`src/rtl/ctrl_equ.sv`:
```
// Sequencer for the MMSE equalizer: stores RX symbols, steps the dividers over 12 subcarriers per
// data symbol (pilot skipped), then drains the output RAM into the serial-to-parallel buffer.
module ctrl_equ #(
    parameter int N_SC      = 12,
    parameter int ADDR_W    = 4,
    parameter int PILOT_IDX = 4,
    parameter int DRAIN_CYC = 13
) (
    input  logic              i_clk_equ,
    input  logic              i_rst,
    input  logic              i_rx_valid,
    input  logic [2:0]        i_rx_sym,
    input  logic              i_est_done,
    input  logic              i_done_div,
    input  logic              i_done_equ,
    output logic [2:0]        o_symbol_num,
    output logic [ADDR_W-1:0] o_wr_add,
    output logic [2:0]        o_state_num,
    output logic [ADDR_W-1:0] o_rd_add,
    output logic [ADDR_W-1:0] o_rd_add_out,
    output logic              o_start_div,
    output logic              o_rst_ser_par,
    output logic              o_busy,
    output logic              o_slot_done,
    output logic              o_ovf
);

    localparam logic [ADDR_W-1:0] LAST_SC    = ADDR_W'(N_SC - 1);
    localparam logic [ADDR_W-1:0] LAST_DRAIN = ADDR_W'(DRAIN_CYC - 1);
    localparam logic [2:0]        PILOT      = 3'(PILOT_IDX);

    typedef enum logic [2:0] {S_IDLE, S_LOAD, S_START, S_WAIT, S_DRAIN} state_t;

    state_t            state_q, state_d;
    logic [2:0]        sym_num_q, sym_num_d;
    logic [ADDR_W-1:0] wr_add_q, wr_add_d;
    logic [2:0]        state_num_q, state_num_d;
    logic [ADDR_W-1:0] rd_add_q, rd_add_d;
    logic [ADDR_W-1:0] rd_add_out_q, rd_add_out_d;
    logic              slot_done_q, slot_done_d;
    logic              ovf_q, ovf_d;
    logic [7:0]        mask_q, mask_d;
    logic [7:0]        set_mask, clr_mask;

    // Data symbols are 1..7 with the pilot index skipped; 7 wraps to 1.
    function automatic logic [2:0] next_sym(input logic [2:0] s);
        logic [2:0] n;
        n = s + 3'd1;
        if (n == PILOT) n = n + 3'd1;
        if (s == 3'd7)  n = 3'd1;
        return n;
    endfunction

    always_comb begin
        sym_num_d = sym_num_q;
        wr_add_d  = wr_add_q;
        ovf_d     = ovf_q;
        set_mask  = '0;
        if (sym_num_q != 3'd0) begin
            if (wr_add_q == LAST_SC) begin
                sym_num_d          = 3'd0;
                wr_add_d           = '0;
                set_mask[sym_num_q] = 1'b1;
            end else begin
                wr_add_d = wr_add_q + ADDR_W'(1);
            end
        end else if (i_rx_valid && i_rx_sym != 3'd0 && i_rx_sym != PILOT) begin
            if (mask_q[i_rx_sym]) ovf_d = 1'b1;
            else                  sym_num_d = i_rx_sym;
        end
    end

    always_comb begin
        state_d      = state_q;
        state_num_d  = state_num_q;
        rd_add_d     = rd_add_q;
        rd_add_out_d = rd_add_out_q;
        slot_done_d  = 1'b0;
        clr_mask     = '0;
        case (state_q)
            S_IDLE: begin
                if (i_est_done && mask_q[state_num_q]) begin
                    state_d  = S_LOAD;
                    rd_add_d = '0;
                end
            end
            S_LOAD:  state_d = S_START;
            S_START: state_d = S_WAIT;
            S_WAIT: begin
                if (i_done_div) begin
                    if (rd_add_q == LAST_SC) begin
                        rd_add_d = '0;
                        state_d  = S_DRAIN;
                    end else begin
                        rd_add_d = rd_add_q + ADDR_W'(1);
                        state_d  = S_START;
                    end
                end
            end
            S_DRAIN: begin
                if (i_done_equ || rd_add_out_q == LAST_DRAIN) begin
                    rd_add_out_d          = '0;
                    clr_mask[state_num_q] = 1'b1;
                    state_num_d           = next_sym(state_num_q);
                    slot_done_d           = (state_num_q == 3'd7);
                    state_d               = S_IDLE;
                end else begin
                    rd_add_out_d = rd_add_out_q + ADDR_W'(1);
                end
            end
            default: state_d = S_IDLE;
        endcase
    end

    // Bit 0 never names a symbol; keep it clear so IDLE can index the mask directly.
    assign mask_d = (mask_q | set_mask) & ~clr_mask & 8'hFE;

    always_ff @(posedge i_clk_equ or posedge i_rst) begin
        if (i_rst) begin
            state_q      <= S_IDLE;
            sym_num_q    <= 3'd0;
            wr_add_q     <= '0;
            state_num_q  <= 3'd1;
            rd_add_q     <= '0;
            rd_add_out_q <= '0;
            slot_done_q  <= 1'b0;
            ovf_q        <= 1'b0;
            mask_q       <= '0;
        end else begin
            state_q      <= state_d;
            sym_num_q    <= sym_num_d;
            wr_add_q     <= wr_add_d;
            state_num_q  <= state_num_d;
            rd_add_q     <= rd_add_d;
            rd_add_out_q <= rd_add_out_d;
            slot_done_q  <= slot_done_d;
            ovf_q        <= ovf_d;
            mask_q       <= mask_d;
        end
    end

    assign o_symbol_num  = sym_num_q;
    assign o_wr_add      = wr_add_q;
    assign o_state_num   = state_num_q;
    assign o_rd_add      = rd_add_q;
    assign o_rd_add_out  = rd_add_out_q;
    assign o_start_div   = (state_q == S_START);
    assign o_rst_ser_par = (state_q != S_LOAD);
    assign o_busy        = (state_q != S_IDLE);
    assign o_slot_done   = slot_done_q;
    assign o_ovf         = ovf_q;

endmodule

```
`config.mk`:
```
export PLATFORM = sky130hd
export DESIGN_NAME = ctrl_equ
export DESIGN_NICKNAME = d
export VERILOG_FILES = /design/src/rtl/ctrl_equ.sv
export SDC_FILE = /design/constraint.sdc
export NUM_CORES = 1
export LEC_CHECK = 0
export CORE_ASPECT_RATIO = 0.6
export CORE_MARGIN = 2
export CORE_UTILIZATION = 55
export CTS_CLUSTER_SIZE = 25
export DETAILED_ROUTE_END_ITERATION = 12
export PLACE_DENSITY = 0.84
export SYNTH_ARGS = -nofsm -noshare
export SYNTH_HDL_FRONTEND = slang
export SYNTH_SLANG_ARGS = --single-unit
```
`constraint.sdc`:
```
create_clock -name i_clk_equ -period 2.2 [get_ports i_clk_equ]
set_input_delay 0.33 -clock i_clk_equ [delete_from_list [all_inputs] [get_ports i_clk_equ]]
set_output_delay 0.33 -clock i_clk_equ [all_outputs]
set_load 0.02 [all_outputs]
```
==> flow_metrics.env, run 1 <==
export IMPL_outcome="finished clean"
export IMPL_rsz0062_at_grt="no"
export IMPL_maxSlewHeadroom_pct=68.8
export IMPL_final_setup_tns_ns=0
export IMPL_antenna_left=0
export IMPL_min_path_type="input pin to async pin"
export IMPL_tightest_slew_ns=0.468
export IMPL_vias_per_cell=5.76
export IMPL_synth_distinct_cells=46
export IMPL_post_cts_buffers=0
export IMPL_finalClockSkew_ns=0.00377
export IMPL_fp_dieArea_mm2=0.00357
export IMPL_clk_latency_ns=0.28
export IMPL_yosysTopAreaCell="dfrtp_1"
export IMPL_power_leakage_nw=0.929
export IMPL_antenna_found_initial=0
export IMPL_grt_ovfl_total=0
export IMPL_cp_end_kind="primary output"
export IMPL_peakVddDrop_v=0.000599
export IMPL_grt_pass1_wl_um=6140
export IMPL_crit_reg2reg_launch="o_state_num[0]"
export IMPL_yosysMostFrequentCell="dfrtp_1"
export IMPL_grt_util_all_layers_pct=24.4
export IMPL_diodes=0
export IMPL_fin_nets=224
export IMPL_fp_dieH_um=47.1
export IMPL_cts_buffers=5
export IMPL_wl_um=3690
export IMPL_die_x_um=75.9
export IMPL_syn_nets=191
export IMPL_cts_sinks=30
export IMPL_yosysWarnings=0
export IMPL_routabilityCongestion=0.841
export IMPL_htreeDepth=2
export IMPL_r2r_setup_slack_ns=0.48
export IMPL_wire_per_inst_um=14.8
export IMPL_syn_cell_area_mm2=0.00170
export IMPL_synth_top_area_share_pct=42.6
export IMPL_numPortBuffers=31
export IMPL_synthCells=174
export IMPL_placed_cells=242
export IMPL_drc_errors=0
export IMPL_ys_ff_latch=30
export IMPL_ys_flop_type="dfrtp_1"
export IMPL_power_density_mw_per_mm2=726
export IMPL_synth_edff_count=0
export IMPL_core_mm2=0.00291
export IMPL_critPathKind="flip-flop to primary output"
export IMPL_setup_viol=0
export IMPL_synth_async_reset_ratio_pct=100
export IMPL_drv_slew=0
export IMPL_rows=15
export IMPL_vias=1440
export IMPL_start_util_pct=58.6
export IMPL_rr_worst_depth=4
export IMPL_crit_fanout=7
export IMPL_syn_avg_cell_area_um2=9.79
export IMPL_clock_fmax_ghz=0.483
export IMPL_maxCapViolCount=0
export IMPL_syn_to_final_growth_pct=25.7
export IMPL_arrival_ns=1.74
export IMPL_hpwlAfterDp_um=2620
export IMPL_cts_hold_buffers_added=0
export IMPL_yosys_top_cells_area="dfrtp_1, ha_1, nand2_1"
export IMPL_timing_rr_end="o_rd_add[1]"
export IMPL_grt_pass1_vias=1327
export IMPL_drt_initial_drc_count=123
export IMPL_synthTopCellsByCount="dfrtp_1, nand2_1, o21ai_0"
export IMPL_ios=32
export IMPL_cts_buffer_depth=2
export IMPL_stdcell_count=250
export IMPL_startpoint_type="flip-flop"
export IMPL_path_clk_slew_ns=0.06
export IMPL_cts_tree="built"
export IMPL_cp_required_ns=1.87
export IMPL_grt_max_degree=31
export IMPL_finalHoldViolations=0
export IMPL_period_minus_slack_ns=2.07
export IMPL_post_cts_resized=0
export IMPL_ys_seq_area_share_pct=44.1
export IMPL_first_pass_iters=4
export IMPL_finalCritPeriodShare_pct=94.2
export IMPL_hold_ws_ns=0.440
export IMPL_root_buffer="clkbuf_8"
export IMPL_fill_cells=212
export IMPL_drive_above_1_share_pct=11.5
## stage by stage
step	cell area, um^2	util, %	total power, mW	setup WS (ns)
after floorplan	1700	-	0.891	0.611
after global placement	2030	69.8	1.02	0.446
after detailed placement	2030	69.8	1.04	0.404
after CTS	2140	73.6	1.56	0.134
after global routing	2140	73.6	1.64	0.0571
final	2140	73.6	1.56	0.128
## sequential cells by signal, summed over array words and instances (netlist names)
| register | flops |
|---|---|
| mask_q | 7 |
| o_ovf | 1 |
| o_rd_add | 4 |
| o_rd_add_out | 4 |
| o_slot_done | 1 |
| o_state_num | 3 |
| o_symbol_num | 3 |
| o_wr_add | 4 |
| state_q | 3 |
## cell type report
| cell class | instances | area, um^2 | share of cell area [%] |
|---|---|---|---|
| clock buffer | 8 | 110 | 5.14 |
| multi-input combinational | 130 | 880 | 41.1 |
| tap | 42 | 52.6 | 2.45 |
| timing repair buffer | 32 | 318 | 14.8 |
| sequential | 30 | 752 | 35.1 |
| inverter | 8 | 30.0 | 1.40 |
## cell usage in the layout, fill, tap and decap left out, drive strengths merged, types with 2 or more instances in the layout
master          n
a21o            2
a21oi          12
a22o            3
a31oi          10
a41oi           2
and4b           2
clkbuf          8
clkdlybuf4s50  31
dfrtp          29
ha              8
inv             8
mux2            3
nand2          23
nand2b          2
nand3           6
nand3b          3
nor2            9
nor2b           6
nor3            4
o21ai          15
o22ai           3
## worst max-delay path by stage
stage,to,depth (start not counted),startpoint,slack [ns]
3_5_place_dp,o_symbol_num[2],4,i_rx_sym[0],0.40
6_report,o_start_div,3,state_q[2],0.13
2_1_floorplan,o_rd_add[3],5,o_state_num[0],0.61
5_1_grt,o_start_div,3,state_q[2],0.06
4_1_cts,o_start_div,3,state_q[2],0.13
3_3_place_gp,o_symbol_num[0],4,i_rx_sym[0],0.45
## per-layer routing
metal | global-route usage [%] | share of wire, % | vias up
li1 | - | - | 699
met1 | 32.6 | 46 | 697
met2 | 37.4 | 48 | 38
met3 | 6.65 | 4.3 | 6
met4 | 11.9 | 1.7 | 0
met5 | 0 | 0 | -
## worst max-delay path, cell delays in order, from the launching register on
cell and delay (ns):
dfrtp_1 0.44, and2b_1 0.25, nor2b_1 0.15, clkdlybuf4s50_1 0.63
## power breakdown
part / internal, mW / leakage [nW] / switching (mW) / total (mW)
Sequential: 0.601 / 0.339 / 0.0811 / 0.682
Combinational: 0.175 / 0.533 / 0.184 / 0.359
Clock: 0.316 / 0.0575 / 0.200 / 0.515
Total: 1.09 / 0.929 / 0.465 / 1.56
## cells by family (layout without fill, tap and decap cells)
group	Yosys count	count (layout)	share of synthesized area, %
AOI/OAI and AO/OA	51	51	19.3
adders and majority gates	8	8	5.87
buffers and inverters	14	48	4.26
DFF	30	30	44.1
muxes	5	5	3.89
and+or+nand+nor	66	66	22.5
Power figures use the tool's default switching activity.
==> run 2: changes to the inputs <==
- SLEW_MARGIN: default -> 10
==> results of run 2 <==
The final DEF is identical to that of run 1; final timing and power are the same.
==> run 3: changes to the inputs <==
- MAX_ROUTING_LAYER: default -> met4
- PLACE_DENSITY: 0.84 -> 0.89
==> run 3 against run 2 <==
Count of clock-buffer cells in the layout is 1 lower. Highest routed layer unchanged. Cell count stayed put. Core utilization is 0.65 points lower. Worst setup slack better by 0.056 ns.
==> flow_metrics.env, run 3 (synthesized netlist as in run 1, its figures left out) <==
export IMPL_path_clk_slew_ns=0.06
export IMPL_rows=15
export IMPL_htreeDepth=2
export IMPL_finalCritPeriodShare_pct=91.6
export IMPL_wire_per_inst_um=15.0
export IMPL_final_common_cell="clkdlybuf4s50_1"
export IMPL_syn_to_final_growth_pct=24.6
export IMPL_max_flop_register="mask_q"
export IMPL_startpoint_type="flip-flop"
export IMPL_final_cell_mix="clkdlybuf4s50_1, dfrtp_1, nand2_1"
export IMPL_stdcell_count=250
export IMPL_outcome="finished clean"
export IMPL_placed_cells=242
export IMPL_final_setup_tns_ns=0
export IMPL_grt_pass1_wl_um=5780
export IMPL_hpwlAfterDp_um=2790
export IMPL_largest_reg_flops=7
export IMPL_grt_pass1_vias=1251
export IMPL_fp_dieH_um=47.1
export IMPL_grt_max_degree=31
export IMPL_post_cts_resized=0
export IMPL_antenna_found_initial=0
export IMPL_min_path_type="input pin to async pin"
export IMPL_rsz0062_at_grt="no"
export IMPL_cp_end_kind="primary output"
export IMPL_numPortBuffers=31
export IMPL_finalClockSkew_ns=0.00680
export IMPL_period_minus_slack_ns=2.02
export IMPL_cts_hold_buffers_added=0
export IMPL_setup_viol=0
export IMPL_clock_fmax_ghz=0.496
export IMPL_wl_um=3750
export IMPL_routabilityCongestion=0.849
export IMPL_fin_nets=224
export IMPL_drive_above_1_share_pct=11.1
export IMPL_root_buffer="clkbuf_8"
export IMPL_cp_required_ns=1.87
export IMPL_drc_errors=0
export IMPL_post_cts_buffers=0
export IMPL_start_util_pct=58.6
export IMPL_drt_initial_drc_count=143
export IMPL_timing_rr_end="o_rd_add[3]"
export IMPL_finalHoldViolations=0
export IMPL_power_density_mw_per_mm2=699
export IMPL_peakVddDrop_v=0.000484
export IMPL_clk_latency_ns=0.28
export IMPL_crit_reg2reg_launch="o_state_num[0]"
export IMPL_maxSlewHeadroom_pct=66.6
export IMPL_arrival_ns=1.69
export IMPL_maxCapViolCount=0
export IMPL_diodes=0
export IMPL_power_leakage_nw=0.920
export IMPL_grt_util_all_layers_pct=23.9
export IMPL_tightest_slew_ns=0.501
export IMPL_die_x_um=75.9
export IMPL_ios=32
export IMPL_vias=1416
export IMPL_fill_cells=207
export IMPL_cts_tree="built"
export IMPL_drv_slew=0
export IMPL_cts_buffers=5
export IMPL_antenna_left=0
export IMPL_cts_sinks=30
export IMPL_grt_ovfl_total=0
export IMPL_r2r_setup_slack_ns=0.48
export IMPL_critPathKind="flip-flop to primary output"
export IMPL_fp_dieArea_mm2=0.00357
export IMPL_core_mm2=0.00291
export IMPL_first_pass_iters=4
export IMPL_crit_fanout=7
export IMPL_cts_buffer_depth=2
export IMPL_rr_worst_depth=4
export IMPL_vias_per_cell=5.66
==> run 3: metal layers <==
metal  up-vias  share of wire (%)  GRT usage [%]
li1        694                  -              -
met1       670                 45           30.8
met2        48                 48           35.9
met3         4                4.9           5.58
met4         0                1.4           11.9
met5         -                  0              -
==> run 3: layout make-up <==
| cell class | count | area, um^2 | share of cell area, % |
|---|---|---|---|
| Sequential cell | 30 | 752 | 35.4 |
| Inverter | 8 | 30.0 | 1.41 |
| Clock inverter | 1 | 5.00 | 0.236 |
| Multi-Input combinational cell | 130 | 880 | 41.4 |
| Clock buffer | 7 | 86.3 | 4.07 |
| Timing Repair Buffer | 32 | 318 | 15.0 |
| Tap cell | 42 | 52.6 | 2.47 |
==> run 3: worst max-delay path, cell delays in order (launching register included) <==
cell and delay (ns):
dfrtp_1 0.42, and2b_1 0.24, nor2b_1 0.13, clkdlybuf4s50_1 0.61
==> run 3: worst max-delay path by stage <==
stage / from / to / slack (ns) / cells after the start
final: state_q[2] / o_start_div / 0.18 / 3
after global routing: state_q[2] / o_start_div / 0.12 / 3
after CTS: state_q[2] / o_start_div / 0.18 / 3
after detailed placement: i_rx_sym[0] / o_symbol_num[2] / 0.40 / 4
after global placement: i_rx_sym[0] / o_symbol_num[2] / 0.45 / 4
after floorplan: o_state_num[0] / o_rd_add[3] / 0.61 / 5
==> run 3: stage by stage <==
step / hold WS [ns] / power (mW) / instance area [um^2] / setup WS [ns] / utilization [%]
2_1_floorplan: 0.420 / 0.891 / 1700 / 0.611 / -
3_3_place_gp: 0.472 / 1.02 / 2030 / 0.451 / 69.8
3_5_place_dp: 0.485 / 1.04 / 2030 / 0.396 / 69.8
4_1_cts: 0.438 / 1.50 / 2120 / 0.179 / 73.0
5_1_grt: 0.476 / 1.55 / 2120 / 0.120 / 73.0
6_report: 0.434 / 1.48 / 2120 / 0.185 / 73.0
==> run 3: where the power goes <==
| group | internal [mW] | leakage, nW | switching, mW |
|---|---|---|---|
| combinational | 0.172 | 0.533 | 0.180 |
| clock | 0.252 | 0.0482 | 0.198 |
| sequential | 0.601 | 0.339 | 0.0807 |
| total | 1.02 | 0.920 | 0.459 |
